### src/rtl/snake_pkg.sv
// Shared constants for the snake game: key indices, direction encoding, clock rate.
package snake_pkg;
  localparam int CLK_HZ    = 25_000_000;
  localparam int NUM_KEYS  = 4;
  localparam int KEY_UP    = 0;
  localparam int KEY_DOWN  = 1;
  localparam int KEY_LEFT  = 2;
  localparam int KEY_RIGHT = 3;

  typedef enum logic [1:0] {
    DIR_UP    = 2'b00,
    DIR_DOWN  = 2'b01,
    DIR_LEFT  = 2'b10,
    DIR_RIGHT = 2'b11
  } dir_e;

  // Lowest set index wins, so up beats down beats left beats right.
  function automatic logic [NUM_KEYS-1:0] pick_first(input logic [NUM_KEYS-1:0] req);
    logic [NUM_KEYS-1:0] g;
    g = '0;
    for (int i = NUM_KEYS-1; i >= 0; i--)
      if (req[i]) begin
        g    = '0;
        g[i] = 1'b1;
      end
    return g;
  endfunction
endpackage

### src/rtl/key_debounce.sv
// One push-button: two-flop synchroniser, stability counter and debounced level,
// plus a combinational strobe on the edge where the level flips to pressed.
module key_debounce #(
  parameter int DEBOUNCE_CYCLES = 250000,
  parameter int CNT_W           = $clog2(DEBOUNCE_CYCLES+1)
) (
  input  logic clk_25MHz,
  input  logic reset,
  input  logic key_raw_n,
  output logic stable,
  output logic press
);
  logic             sync1, sync2;
  logic [CNT_W-1:0] cnt;
  logic             level, flip;

  assign level = ~sync2;
  assign flip  = (level != stable) && (cnt == CNT_W'(DEBOUNCE_CYCLES-1));
  assign press = flip && !stable;

  always_ff @(posedge clk_25MHz or posedge reset)
    if (reset) begin
      sync1 <= 1'b1;
      sync2 <= 1'b1;
    end else begin
      sync1 <= key_raw_n;
      sync2 <= sync1;
    end

  // Any sample that agrees with the accepted level restarts the run.
  always_ff @(posedge clk_25MHz or posedge reset)
    if (reset) begin
      stable <= 1'b0;
      cnt    <= '0;
    end else if (level == stable) begin
      cnt <= '0;
    end else if (flip) begin
      stable <= ~stable;
      cnt    <= '0;
    end else begin
      cnt <= cnt + 1'b1;
    end
endmodule

### src/rtl/key_input_conditioner.sv
// Turns the four raw DE2-115 buttons into one-cycle direction strobes for
// game_control; simultaneous presses are queued and emitted in priority order.
module key_input_conditioner
  import snake_pkg::*;
#(
  parameter int DEBOUNCE_CYCLES = 250000,
  parameter int CNT_W           = $clog2(DEBOUNCE_CYCLES+1)
) (
  input  logic                clk_25MHz,
  input  logic                reset,
  input  logic [NUM_KEYS-1:0] key_n,
  output logic                key_up,
  output logic                key_down,
  output logic                key_left,
  output logic                key_right,
  output logic [NUM_KEYS-1:0] key_held,
  output logic                any_press
);
  logic [NUM_KEYS-1:0] stable, press, pending, grant, pulse;

  for (genvar k = 0; k < NUM_KEYS; k++) begin : g_key
    key_debounce #(
      .DEBOUNCE_CYCLES(DEBOUNCE_CYCLES),
      .CNT_W          (CNT_W)
    ) u_deb (
      .clk_25MHz(clk_25MHz),
      .reset    (reset),
      .key_raw_n(key_n[k]),
      .stable   (stable[k]),
      .press    (press[k])
    );
  end

  assign grant = pick_first(pending);

  // A fresh press on the edge its bit is granted keeps the bit pending.
  always_ff @(posedge clk_25MHz or posedge reset)
    if (reset) begin
      pending   <= '0;
      pulse     <= '0;
      any_press <= 1'b0;
    end else begin
      pending   <= (pending & ~grant) | press;
      pulse     <= grant;
      any_press <= |grant;
    end

  assign key_up    = pulse[KEY_UP];
  assign key_down  = pulse[KEY_DOWN];
  assign key_left  = pulse[KEY_LEFT];
  assign key_right = pulse[KEY_RIGHT];
  assign key_held  = stable;
endmodule
### config.mk
export PLATFORM = sky130hd
export DESIGN_NAME = key_input_conditioner
export DESIGN_NICKNAME = d
export VERILOG_FILES = /design/src/rtl/snake_pkg.sv /design/src/rtl/key_debounce.sv /design/src/rtl/key_input_conditioner.sv
export SDC_FILE = /design/constraint.sdc
export NUM_CORES = 1
export LEC_CHECK = 0
export CORE_MARGIN = 2
export CORE_UTILIZATION = 39
export CTS_CLUSTER_SIZE = 25
export DETAILED_ROUTE_END_ITERATION = 7
export GPL_TIMING_DRIVEN = 0
export PLACE_DENSITY = 0.63
export REMOVE_ABC_BUFFERS = 1
export SYNTH_ARGS = -nofsm -noshare
export SYNTH_HDL_FRONTEND = slang
export SYNTH_HIERARCHICAL = 1
export SYNTH_SLANG_ARGS = --single-unit
### constraint.sdc
create_clock -name clk_25MHz -period 1.9 [get_ports clk_25MHz]
set_clock_uncertainty 0.15 [all_clocks]
set_input_delay 0.38 -clock clk_25MHz [delete_from_list [all_inputs] [get_ports clk_25MHz]]
set_output_delay 0.38 -clock clk_25MHz [all_outputs]
set_load 0.02 [all_outputs]
; ---- After elaboration in Yosys (flattened, before gate mapping)
; Index checks and enable logic that the tools add are counted.
; W data, S select, Z words.
[word_totals]
register_bits = 93
[op_classes]
n_addsub = 4
eq_ne = 12
mux = 12
bitwise_logic = 15
reduce_logical = 17
[op_table]
columns = cell, n
row1 = $mux W18, 8
row2 = $add A18 B1 Y18 const B, 4
row3 = $eq A18 B18 Y1 const B, 4
row4 = $mux W4, 4
row5 = $not A1 Y1, 12
row6 = $logic_and A1 B1 Y1, 8
row7 = $reduce_and A2 Y1, 4
row8 = $and A4 B4 Y4, 1
row9 = $eq A1 B1 Y1, 4
row10 = $logic_not A1 Y1, 4
row11 = $ne A1 B1 Y1, 4
row12 = $not A4 Y4, 1
row13 = $or A4 B4 Y4, 1
row14 = $reduce_or A4 Y1, 1

; ---- Depth between registers and ports, before layout
; Gate-level depths: netlist (run 1).
[depth]
ltp_word = 7
depth_mapped = 6
depth_no_buf = 5

; ---- Cells and area by module
; The synthesis (run 1) kept the hierarchy.
[by_module_without_submodules]
columns = mod, n_inst, cells_per_inst, area_each_um2, seq_area_each_um2
row1 = key_debounce, 4, 98, 1031.0, 528.0
row2 = key_input_conditioner, 1, 20, 295.3, 225.2

; ---- Least setup slack after synthesis (run 1)
; OpenSTA, ideal clock, no wires.
[synth_timing]
path_kind = reg-to-reg
from = register g_key[0].u_deb.cnt[11]
to = register g_key[0].u_deb.cnt[1]
arrival_ps = 1640
slack_ps = -11
stages_incl_launch_ff = 4
n_path_buf = 0
path_cell_list = dfrtp_1 > or4_4 > or4_4 > and3_2
[synth_between]
elab_chain_cells = 4
[synth_rtl]
columns = element, line_no
row1 = from (decl), key_debounce.sv:14  ; logic [CNT_W-1:0] cnt;
row2 = from (signal assigned), key_debounce.sv:41  ; cnt <= cnt + 1'b1;
row3 = $eq A18 B18 Y1, key_debounce.sv:18  ; assign flip = (level != stable) && (cnt == CNT_W'(DEBOUNCE_CYCLES-1));
row4 = $logic_and A1 B1 Y1, key_debounce.sv:18
row5 = $mux W18, key_debounce.sv:37  ; end else if (flip) begin
row6 = $mux W18, key_debounce.sv:35  ; end else if (level == stable) begin
; No other way between the ends.
; A chain may end at the register's enable or synchronous reset.

; ---- Worst setup path in the final report (run 1)
[layout_timing]
from = register g_key[3].u_deb.cnt[11]
to = register pending[3]
[layout_between]
elab_chain_cells = 4
[layout_rtl]
columns = element, line_no
row1 = from (decl), key_debounce.sv:14
row2 = from (signal assigned), key_debounce.sv:41
row3 = $eq A18 B18 Y1, key_debounce.sv:18
row4 = $logic_and A1 B1 Y1, key_debounce.sv:18
row5 = $logic_and A1 B1 Y1, key_debounce.sv:19  ; assign press = flip && !stable;
row6 = net press[3], key_input_conditioner.sv:19  ; logic [NUM_KEYS-1:0] stable, press, pending, grant, pulse;
row7 = $or A4 B4 Y4, key_input_conditioner.sv:43  ; pending <= (pending & ~grant) | press;
row8 = to (signal assigned), key_input_conditioner.sv:43
row9 = to (decl), key_input_conditioner.sv:19
; The timed path passes the listed nets, and every way through them passes these cells.

==> run summary, run 1 <==
overall power = 0.00394 W
later-pin clock latency in the skew report = 0.34 ns
largest family of logic cells by synthesized area = simple AND/OR/NAND/NOR gates
PD cells = 713 mW/mm2
Post-route DRC = 0
worst path required time = 2.03 ns
Post-synth EDFFs = 0
CP Data Arrival Time = 2.10 ns
Overflow after GRT = 0
Tmin final = 1.96 ns
Die ar. = 0.0122 mm2
first drt pass iteration count = 4
clock buffer depth = 2
Worst-path clk slew = 0.07 ns
post-synthesis compound-gate area fraction = 4.76%
met3 GRT Util = 2.69%
Slew Viols, Final = 0
HP Start = g_key[2].u_deb/sync1$_DFF_PP1_
GR Layer Usage met2 = 25.4%
Final Util = 50.6%
final setup fails = 17
worst r2r src = g_key[3].u_deb/cnt[11]$_DFF_PP0_
# rows = 38
DR iter-0 viols = 96
Hold Buf Count CTS = 0
cell count after synthesis = 412
worst hold path class = flip-flop to flip-flop
I/O pin count = 15
core area = 0.0109 mm2
nets = 483
layout cells sized above 1 = 25.9%
Ys Warns = 6
FF+latch count, synth = 93
final period utilization = 103%
H-tree Lvls = 3
Num CTS Buffers = 9
CTS tree = yes
Fmax achieved = 510 MHz
beginning of the critical path = g_key[3].u_deb/cnt[11]$_DFF_PP0_
Peak VDD IR = 0.477 mV
Leakage = 2.36 nW
Chip Height = 110 um
initial antenna violation count = 0
setup ws final = -0.0615 ns
Synth Area in Simple Gates = 26.2%
Worst Path Max Fanout = 3
XOR/XNOR share of the synthesized area = 11.9%
GRT met1 Usage = 19.3%
Antenna diodes = 0
total global-route track usage = 15.0%
multiplexer share of the synthesized area = 0.906%
Worst Setup End Kind = flip-flop
final hold violations = 0
Mapped Area = 0.00442 mm2
max cap viols = 0
IO Port Bufs = 14
Initial Util = 40.4%
dpl hpwl = 5560 um
Placement Cell Area = 0.00467 mm2
Syn Area/Cell = 10.7 um2
status = finished with violations
Die W = 110 um
adder-cell share of the synthesized area = 1.13%
fin area = 0.00553 mm2
largest net degree at the start of global routing = 22
Post-Route WL = 8990 um
vias in the first global route = 3206
Avg WL per Cell = 14.6 um
Startpoint Class = flip-flop
RSZ-0062 raised after global routing = yes
antenna viol nets, final = 0
Final Wtd Congestion = 0.795
Seq/Total Area, Yosys = 52.9%
first-pass GRT wire length = 15100 um
Yosys cell types = 29
Slew @ Worst Pin = 0.818 ns
relative max-transition margin = 45.4%
clock root buffer = clkbuf_16
vias after detailed routing = 3296
Sinks on Clock Net = 93
async set-reset flop share out of synthesis = 100%
failing checks = setup timing
P&R area growth vs syn = 25.1%
Crit Path Class = flip-flop to flip-flop
Synth Flop Type = dfrtp_1
busiest grt layer = met2
via/cell ratio = 5.33
==> final cells by class <==
cell class | count | area, um2
Fill cell | 1012 | 5410
Sequential cell | 93 | 2350
Multi-Input combinational cell | 301 | 2180
Timing Repair Buffer | 58 | 503
Clock buffer | 9 | 225
Tap cell | 140 | 175
Clock inverter | 7 | 56.3
Inverter | 10 | 37.5
==> cell families (layout without fill, tap and decap cells) <==
family	after synthesis	after routing
buf+inv	18	84
compound gates	23	23
fa+ha+maj	4	4
xor+xnor	60	60
simple gates	210	210
mux	4	4
flops	93	93
==> layer usage <==
layer | vias up | share of wire [%] | routed length [um]
met4 | 0 | 1.6 | 140
met3 | 11 | 2.2 | 194
li1 | 1591 | - | -
met5 | - | 0 | 0
met1 | 1654 | 46 | 4130
met2 | 40 | 50 | 4530
==> worst paths after layout <==
kind,depth (start not counted),end,slack [ns]
hold / removal,0,g_key[2].u_deb/sync2$_DFF_PP1_,0.21
setup reg to reg,4,pending[3]$_DFF_PP0_,-0.06
hold reg to reg,0,g_key[2].u_deb/sync2$_DFF_PP1_,0.21
min in group asynchronous,2,pending[3]$_DFF_PP0_,0.31
setup / recovery,4,pending[3]$_DFF_PP0_,-0.06
max in group asynchronous,2,g_key[0].u_deb/cnt[5]$_DFF_PP0_,0.53
==> power by group <==
group          internal (W)  switching [W]  total, W  leakage [nW]
logic             0.0000798       0.000103  0.000182         0.980
clock network      0.000904       0.000804   0.00171         0.137
registers           0.00202      0.0000367   0.00205          1.25
total               0.00300       0.000944   0.00394          2.36
==> timing repair <==
action / 4_1_cts / 5_1_grt
setup buffers: 27 / 16
cloned: 0 / 1
setup endpoints to repair: 84 / 79
gates resized for setup: 20 / 42
pin swaps: 12 / 31
==> worst max-delay path, cell delays in order (launching register included) <==
cell and delay (ns):
dfrtp_1 0.39, or4_4 0.57, or4_4 0.54, nor3_4 0.15
a21o_1 0.10
==> cell usage after synthesis, types with 8 or more instances <==
cell type / count / area, um2
dfrtp_1: 85 / 2130
dfstp_2: 8 / 210
nand2_1: 12 / 45.0
o21ai_0: 9 / 45.0
nor3_1: 12 / 60.1
nand3_1: 28 / 140
nand4_1: 32 / 200
inv_1: 10 / 37.5
or4_4: 8 / 90.1
xor2_1: 28 / 245
or3_1: 8 / 50.1
xnor2_1: 32 / 280
nor2_1: 73 / 274
a21oi_1: 8 / 40.0
and4_1: 16 / 140
==> cells in the final DEF, fill, tap and decap left out, types with 10 or more instances in the layout <==
master,count
nand2_1,12
buf_4,37
xnor2_1,32
inv_1,10
nand4_1,32
nor2_1,60
xor2_1,28
nand3_1,28
and4_1,16
clkdlybuf4s50_1,10
dfrtp_1,75
dfrtp_2,10
==> per-stage QoR <==
step	instances	setup slack, ns	hold WS [ns]	setup TNS, ns
final	618	-0.0615	0.208	-0.325
after global placement	558	-0.367	0.196	-23.93
after global routing	618	-0.102	0.208	-3.23
after CTS	601	-0.0712	0.210	-0.126
after detailed placement	558	-0.428	0.199	-27.01
after floorplan	404	-0.0652	0.0579	-4.18
==> flip-flops by register name, indices dropped and copies added (netlist names) <==
name                count
any_press               1
g_key.u_deb/cnt        72
g_key.u_deb/stable      4
g_key.u_deb/sync1       4
g_key.u_deb/sync2       4
pending                 4
pulse                   4
No activity file was read; power rests on OpenSTA's default activity.
==> inputs of run 2 (changes only) <==
Settings changed: CORE_MARGIN 2 to 10, REMOVE_ABC_BUFFERS 1 to unset, TNS_END_PERCENT set to 1.
==> run summary, run 2 (synthesis results as in run 1) <==
status = finished with violations
failing checks = setup timing
P&R area growth vs syn = 18.9%
Post-route DRC = 0 (unchanged)
PD cells = 763 mW/mm2 (+7.0%)
Die W = 126 um (+14%)
Post-Route WL = 8610 um (-4.2%)
# rows = 38 (unchanged)
Slew @ Worst Pin = 0.808 ns (-0.00992 ns)
Largest stage delay, worst path = 0.56 ns (about the same)
P_int = 0.00311 W (+3.8%)
fin area = 0.00526 mm2 (-4.9%)
Fmax achieved = 503 MHz (-1.3%)
Tmin final = 1.99 ns (+0.0253 ns)
NetSw = 0.000897 W (-5.0%)
Initial Util = 40.2% (-0.17 points)
I/O pin count = 15 (unchanged)
final setup fails = 54 (+37)
Buf+Inv Stages, Crit Path = 0 (unchanged)
Startpoint Class = flip-flop
FF-to-FF path depth = 3 (-1)
r2r endpoint = g_key[3].u_deb/cnt[1]$_DFF_PP0_
Num CTS Buffers = 9 (unchanged)
relative max-transition margin = 46.1% (+0.66 points)
Sinks on Clock Net = 93 (unchanged)
Chip Height = 126 um (+14%)
setup ws final = -0.0868 ns (-0.0253 ns)
Overflow after GRT = 0 (unchanged)
fill count = 996 (-1.6%)
largest net degree at the start of global routing = 22 (unchanged)
DR iter-0 viols = 200 (+110%)
layout cells sized above 1 = 18.7% (-7.2 points)
initial antenna violation count = 0 (unchanged)
via/cell ratio = 5.26 (-1.4%)
core area = 0.0110 mm2 (+0.43%)
clock buffer depth = 2 (unchanged)
Largest Register = g_key.u_deb/cnt
H-tree Lvls = 3 (unchanged)
Worst Setup End Kind = flip-flop
Leakage = 2.25 nW (-4.6%)
worst path required time = 1.98 ns (-0.05 ns)
critical path cell sequence = or4_4 -> or4_4 -> and3_2
commonest non-fill, non-tap cells in the layout = 79 x dfrtp_1, 73 x nor2_1, 32 x nand4_1, 32 x xnor2_1
vias in the first global route = 3126 (-2.5%)
CP Data Arrival Time = 2.07 ns (-0.03 ns)
Combinational Power Share = 3.9% (-0.7 points)
register area = 0.00234 mm2 (-0.21%)
clock root buffer = clkbuf_16
RSZ-0062 raised after global routing = yes
sequential power share = 51.1% (-1.0 points)
critical path's most frequent cell = or4_4
switching share of total power = 22.4% (-1.6 points)
dpl hpwl = 5890 um (+5.9%)
max cap viols = 0 (unchanged)
later-pin clock latency in the skew report = 0.34 ns (about the same)
kind of cell adding the most delay to the critical path = simple AND/OR/NAND/NOR gates
Placement Cell Area = 0.00473 mm2 (+1.3%)
total global-route track usage = 11.2% (-3.8 points)
worst hold path class = flip-flop to flip-flop
Slew Viols, Final = 0 (unchanged)
IO Port Bufs = 14 (unchanged)
HP Start = g_key[2].u_deb/sync1$_DFF_PP1_
first-pass GRT wire length = 15100 um (about the same)
hold_ws = 0.205 ns (-0.00298 ns)
multi-input logic area = 0.00205 mm2 (-5.9%)
nets = 465 (-3.7%)
antenna viol nets, final = 0 (unchanged)
Antenna diodes = 0 (unchanged)
commonest non-fill, non-tap cell in the layout = dfrtp_1
clock power share = 44.9% (+1.6 points)
slowest CP cell = or4_4
Peak VDD IR = 0.714 mV (+50%)
max reg flops = 72 (unchanged)
Hold Path Stages = 0 (unchanged)
Reg2Reg Setup Slack = -0.09 ns (-0.03 ns)
final hold violations = 0 (unchanged)
Worst-path clk slew = 0.07 ns (about the same)
Worst Path Max Fanout = 5 (+2)
syn nets = 422
hold endpoint = g_key[2].u_deb/sync2$_DFF_PP1_
CTS tree = yes
Avg WL per Cell = 14.4 um (-1.3%)
final period utilization = 105% (+1.3 points)
Crit Path Class = flip-flop to flip-flop
first drt pass iteration count = 4 (unchanged)
worst r2r src = g_key[3].u_deb/cnt[10]$_DFF_PP0_
vias after detailed routing = 3154 (-4.3%)
setup TNS = -1.60 ns (-1.27 ns)
Final Util = 47.9% (-2.7 points)
Final Wtd Congestion = 0.801 (+0.81%)
Die ar. = 0.0160 mm2 (+31%)
run 2: cell types whose count changed in the layout (fill, tap and decap cells not counted), moves of 3 or more:
cell,before,now
buf_4,37,20
nor2_1,60,73
nor2_4,9,0
dfrtp_1,75,79
dfrtp_2,10,6
nor2_2,4,0
and3_2,0,3
and3_4,4,1
nor4_4,3,0
run 2: worst max-delay path by stage:
stage | slack (ns) | depth (start not counted) | to | start
2_1_floorplan | -0.01 | 3 | g_key[0].u_deb/cnt[1]$_DFF_PP0_ | g_key[0].u_deb/cnt[11]$_DFF_PP0_
3_3_place_gp | -0.24 | 5 | g_key[1].u_deb/cnt[8]$_DFF_PP0_ | g_key[1].u_deb/cnt[0]$_DFF_PP0_
3_5_place_dp | -0.28 | 5 | g_key[2].u_deb/cnt[11]$_DFF_PP0_ | g_key[2].u_deb/cnt[0]$_DFF_PP0_
4_1_cts | -0.09 | 4 | pending[2]$_DFF_PP0_ | g_key[2].u_deb/cnt[11]$_DFF_PP0_
5_1_grt | -0.12 | 4 | pending[2]$_DFF_PP0_ | g_key[2].u_deb/cnt[5]$_DFF_PP0_
6_report | -0.09 | 3 | g_key[3].u_deb/cnt[1]$_DFF_PP0_ | g_key[3].u_deb/cnt[10]$_DFF_PP0_
run 2: cell type report:
type / instances / share of cell area, %
well taps: 140 / 3.33
inverters: 10 / 0.714
multi-input cells: 301 / 39.1
clock buffers: 10 / 4.36
repair buffers: 34 / 5.43
clock inverters: 6 / 1.33
plain buffers: 6 / 1.17
flip-flops and latches: 93 / 44.6
run 2: per-layer routing:
layer / wire (um) / part of all wire [%] / vias up / GRT usage (%)
met5: 0 / 0 / - / 0
li1: - / - / 1551 / -
met3: 270 / 3.1 / 8 / 3.25
met1: 4110 / 48 / 1560 / 14.4
met4: 82 / 0.95 / 0 / 3.22
met2: 4150 / 48 / 35 / 17.7
run 2: repair_timing:
action,4_1_cts,5_1_grt
hold buffers,0,0
cloned,0,0
setup buffers,19,1
gates resized for setup,15,12
setup endpoints to repair,84,76
pin swaps,26,4
run 2: metrics by stage:
stage	setup slack (ns)	total power, W	cells
after detailed placement	-0.281	0.00222	566
after CTS	-0.0887	0.00407	601
after global routing	-0.120	0.00418	600
final	-0.0868	0.00401	600
after global placement	-0.244	0.00222	566
after floorplan	-0.0105	0.00217	412
run 2: power by group through the flow:
stage	Clock [W]	Combinational (W)	Sequential, W
floorplan	0	0.0000981	0.00208
global placement	0	0.000136	0.00208
detailed placement	0	0.000138	0.00208
CTS	0.00186	0.000158	0.00205
global route	0.00194	0.000182	0.00206
finish	0.00180	0.000158	0.00205
==> inputs of run 3 (changes only) <==
Settings changed: PLACE_DENSITY 0.63 to unset, SETUP_SLACK_MARGIN set to 0.2.
==> run summary, run 3 (synthesis results as in run 1) <==
status = finished with violations
failing checks = setup timing
IO Port Bufs = 14 (unchanged)
worst r2r src = g_key[1].u_deb/cnt[10]$_DFF_PP0_
Reg2Reg Setup Slack = -0.08 ns (about the same)
dpl hpwl = 5860 um (-0.63%)
relative max-transition margin = 45.2% (-0.89 points)
Chip Height = 126 um (unchanged)
H-tree Lvls = 3 (unchanged)
clock root buffer = clkbuf_16
vias after detailed routing = 3175 (+0.67%)
Worst Path Max Fanout = 5 (unchanged)
antenna viol nets, final = 0 (unchanged)
layout cells sized above 1 = 19.8% (+1.1 points)
GR Layer Usage met2 = 17.8% (+0.091 points)
Slew @ Worst Pin = 0.822 ns (+0.0134 ns)
Die W = 126 um (unchanged)
max cap viols = 0 (unchanged)
final period utilization = 104% (-0.27 points)
Final Wtd Congestion = 0.818 (+2.1%)
Worst-path clk slew = 0.07 ns (about the same)
max reg flops = 72 (unchanged)
fill count = 985 (-1.1%)
I/O pin count = 15 (unchanged)
Largest Register = g_key.u_deb/cnt
Overflow after GRT = 0 (unchanged)
GRT met1 Usage = 14.9% (+0.49 points)
final hold violations = 0 (unchanged)
Worst Setup End Kind = flip-flop
Crit Path Class = flip-flop to flip-flop
Die ar. = 0.0160 mm2 (unchanged)
setup ws final = -0.0817 ns (+0.00507 ns)
NetSw = 0.000875 W (-2.5%)
Antenna diodes = 0 (unchanged)
switching share of total power = 22.5% (+0.15 points)
total global-route track usage = 11.3% (+0.084 points)
Num CTS Buffers = 9 (unchanged)
P_int = 0.00301 W (-3.3%)
Initial Util = 40.2% (unchanged)
via/cell ratio = 5.25 (-0.17%)
Combinational Power Share = 4.2% (+0.3 points)
initial antenna violation count = 0 (unchanged)
CP Data Arrival Time = 2.11 ns (+0.04 ns)
Avg WL per Cell = 14.9 um (+4.1%)
commonest non-fill, non-tap cells in the layout = 78 x dfrtp_1, 72 x nor2_1, 32 x nand4_1, 32 x xnor2_1
multi-input logic area = 0.00206 mm2 (+0.30%)
commonest non-fill, non-tap cell in the layout = dfrtp_1
Leakage = 2.28 nW (+1.1%)
Slew Viols, Final = 0 (unchanged)
overall power = 0.00389 W (-3.1%)
Startpoint Class = flip-flop
Hold Path Stages = 0 (unchanged)
worst hold path class = flip-flop to flip-flop
syn nets = 422 (unchanged)
register area = 0.00235 mm2 (about the same)
first drt pass iteration count = 4 (unchanged)
Hold Buf Count CTS = 0 (unchanged)
CTS tree = yes
RSZ-0062 raised after global routing = yes
pre-CTS setup slack = -0.264 ns (+0.0173 ns)
hold endpoint = g_key[3].u_deb/sync2$_DFF_PP1_
sequential power share = 52.8% (+1.7 points)
Sinks on Clock Net = 93 (unchanged)
clock power share = 43.1% (-1.8 points)
busiest grt layer = met2
Fmax achieved = 505 MHz (+0.26%)
core area = 0.0110 mm2 (unchanged)
# rows = 38 (unchanged)
nets = 470 (+1.1%)
PD cells = 737 mW/mm2 (-3.4%)
Post-Route WL = 9040 um (+5.0%)
r2r endpoint = pending[1]$_DFF_PP0_
final setup fails = 76 (+41%)
vias in the first global route = 3272 (+4.7%)
worst path required time = 2.03 ns (+0.05 ns)
largest net degree at the start of global routing = 22 (unchanged)
Tmin final = 1.98 ns (-0.00507 ns)
HP Start = g_key[3].u_deb/sync1$_DFF_PP1_
first-pass GRT wire length = 15400 um (+1.7%)
FF-to-FF path depth = 4 (+1)
Post-route DRC = 0 (unchanged)
Peak VDD IR = 0.377 mV (-47%)
later-pin clock latency in the skew report = 0.34 ns (about the same)
met3 GRT Util = 2.08% (-1.2 points)
DR iter-0 viols = 175 (-13%)
P&R area growth vs syn = 19.3%
clock buffer depth = 2 (unchanged)
-- run 3: cell types whose count changed in the layout (fill, tap and decap cells not counted), moves of 3 or more --
cell,previous run,this run
buf_6,2,6
clkbuf_2,1,4
clkdlybuf4s50_1,10,5
nor3_2,3,0
-- run 3: cell type report --
| cell class | count | share of cell area [%] |
|---|---|---|
| Buffer | 8 | 1.21 |
| Clock buffer | 11 | 4.61 |
| Clock inverter | 5 | 0.665 |
| Inverter | 10 | 0.712 |
| Multi-Input combinational cell | 301 | 39.1 |
| Sequential cell | 93 | 44.5 |
| Tap cell | 140 | 3.32 |
| Timing Repair Buffer | 37 | 5.89 |
-- run 3: repair_timing --
action,in CTS,in global routing
gates resized for setup,15,29
setup endpoints to repair,89,83
pin swaps,37,6
cloned,0,1
buffers inserted,17,5
-- run 3: worst max-delay path by stage --
stage / cells after the start / startpoint / slack, ns / to
after global placement: 5 / g_key[1].u_deb/cnt[0]$_DFF_PP0_ / -0.25 / g_key[1].u_deb/cnt[7]$_DFF_PP0_
after detailed placement: 5 / g_key[2].u_deb/cnt[0]$_DFF_PP0_ / -0.26 / g_key[2].u_deb/cnt[16]$_DFF_PP0_
after global routing: 7 / g_key[2].u_deb/cnt[8]$_DFF_PP0_ / -0.14 / g_key[2].u_deb/cnt[10]$_DFF_PP0_
final: 4 / g_key[1].u_deb/cnt[10]$_DFF_PP0_ / -0.08 / pending[1]$_DFF_PP0_
after CTS: 3 / g_key[0].u_deb/cnt[11]$_DFF_PP0_ / -0.09 / g_key[0].u_deb/cnt[1]$_DFF_PP0_
after floorplan: 3 / g_key[0].u_deb/cnt[11]$_DFF_PP0_ / -0.01 / g_key[0].u_deb/cnt[1]$_DFF_PP0_
-- run 3: through the flow --
stage,cell area (um2),instances,utilization [%],hold slack (ns),TNS (ns)
after global placement,4730,566,43.1,0.196,-12.23
after floorplan,4420,412,-,0.0579,-0.0421
after detailed placement,4730,566,43.1,0.197,-13.32
after global routing,5270,605,48.0,0.200,-7.38
after CTS,5160,599,47.0,0.204,-2.50
final,5270,605,48.0,0.204,-3.49
-- run 3: routing by layer --
metal | routed length, um | share of wire [%]
met4 | 84 | 0.93
met2 | 4270 | 47
met1 | 4400 | 49
met3 | 282 | 3.1
met5 | 0 | 0
-- run 3: power groups by stage --
stage          clock network [W]  registers (W)  logic (W)
6_report                 0.00167        0.00205   0.000162
5_1_grt                  0.00180        0.00206   0.000184
4_1_cts                  0.00173        0.00205   0.000156
3_5_place_dp                   0        0.00208   0.000140
3_3_place_gp                   0        0.00208   0.000136
2_1_floorplan                  0        0.00208  0.0000981
-- run 3: critical path: stages (launching register included) --
cell,delay (ns)
dfrtp_1,0.43
or4_4,0.55
or4_4,0.54
nor3_4,0.15
a21o_1,0.10
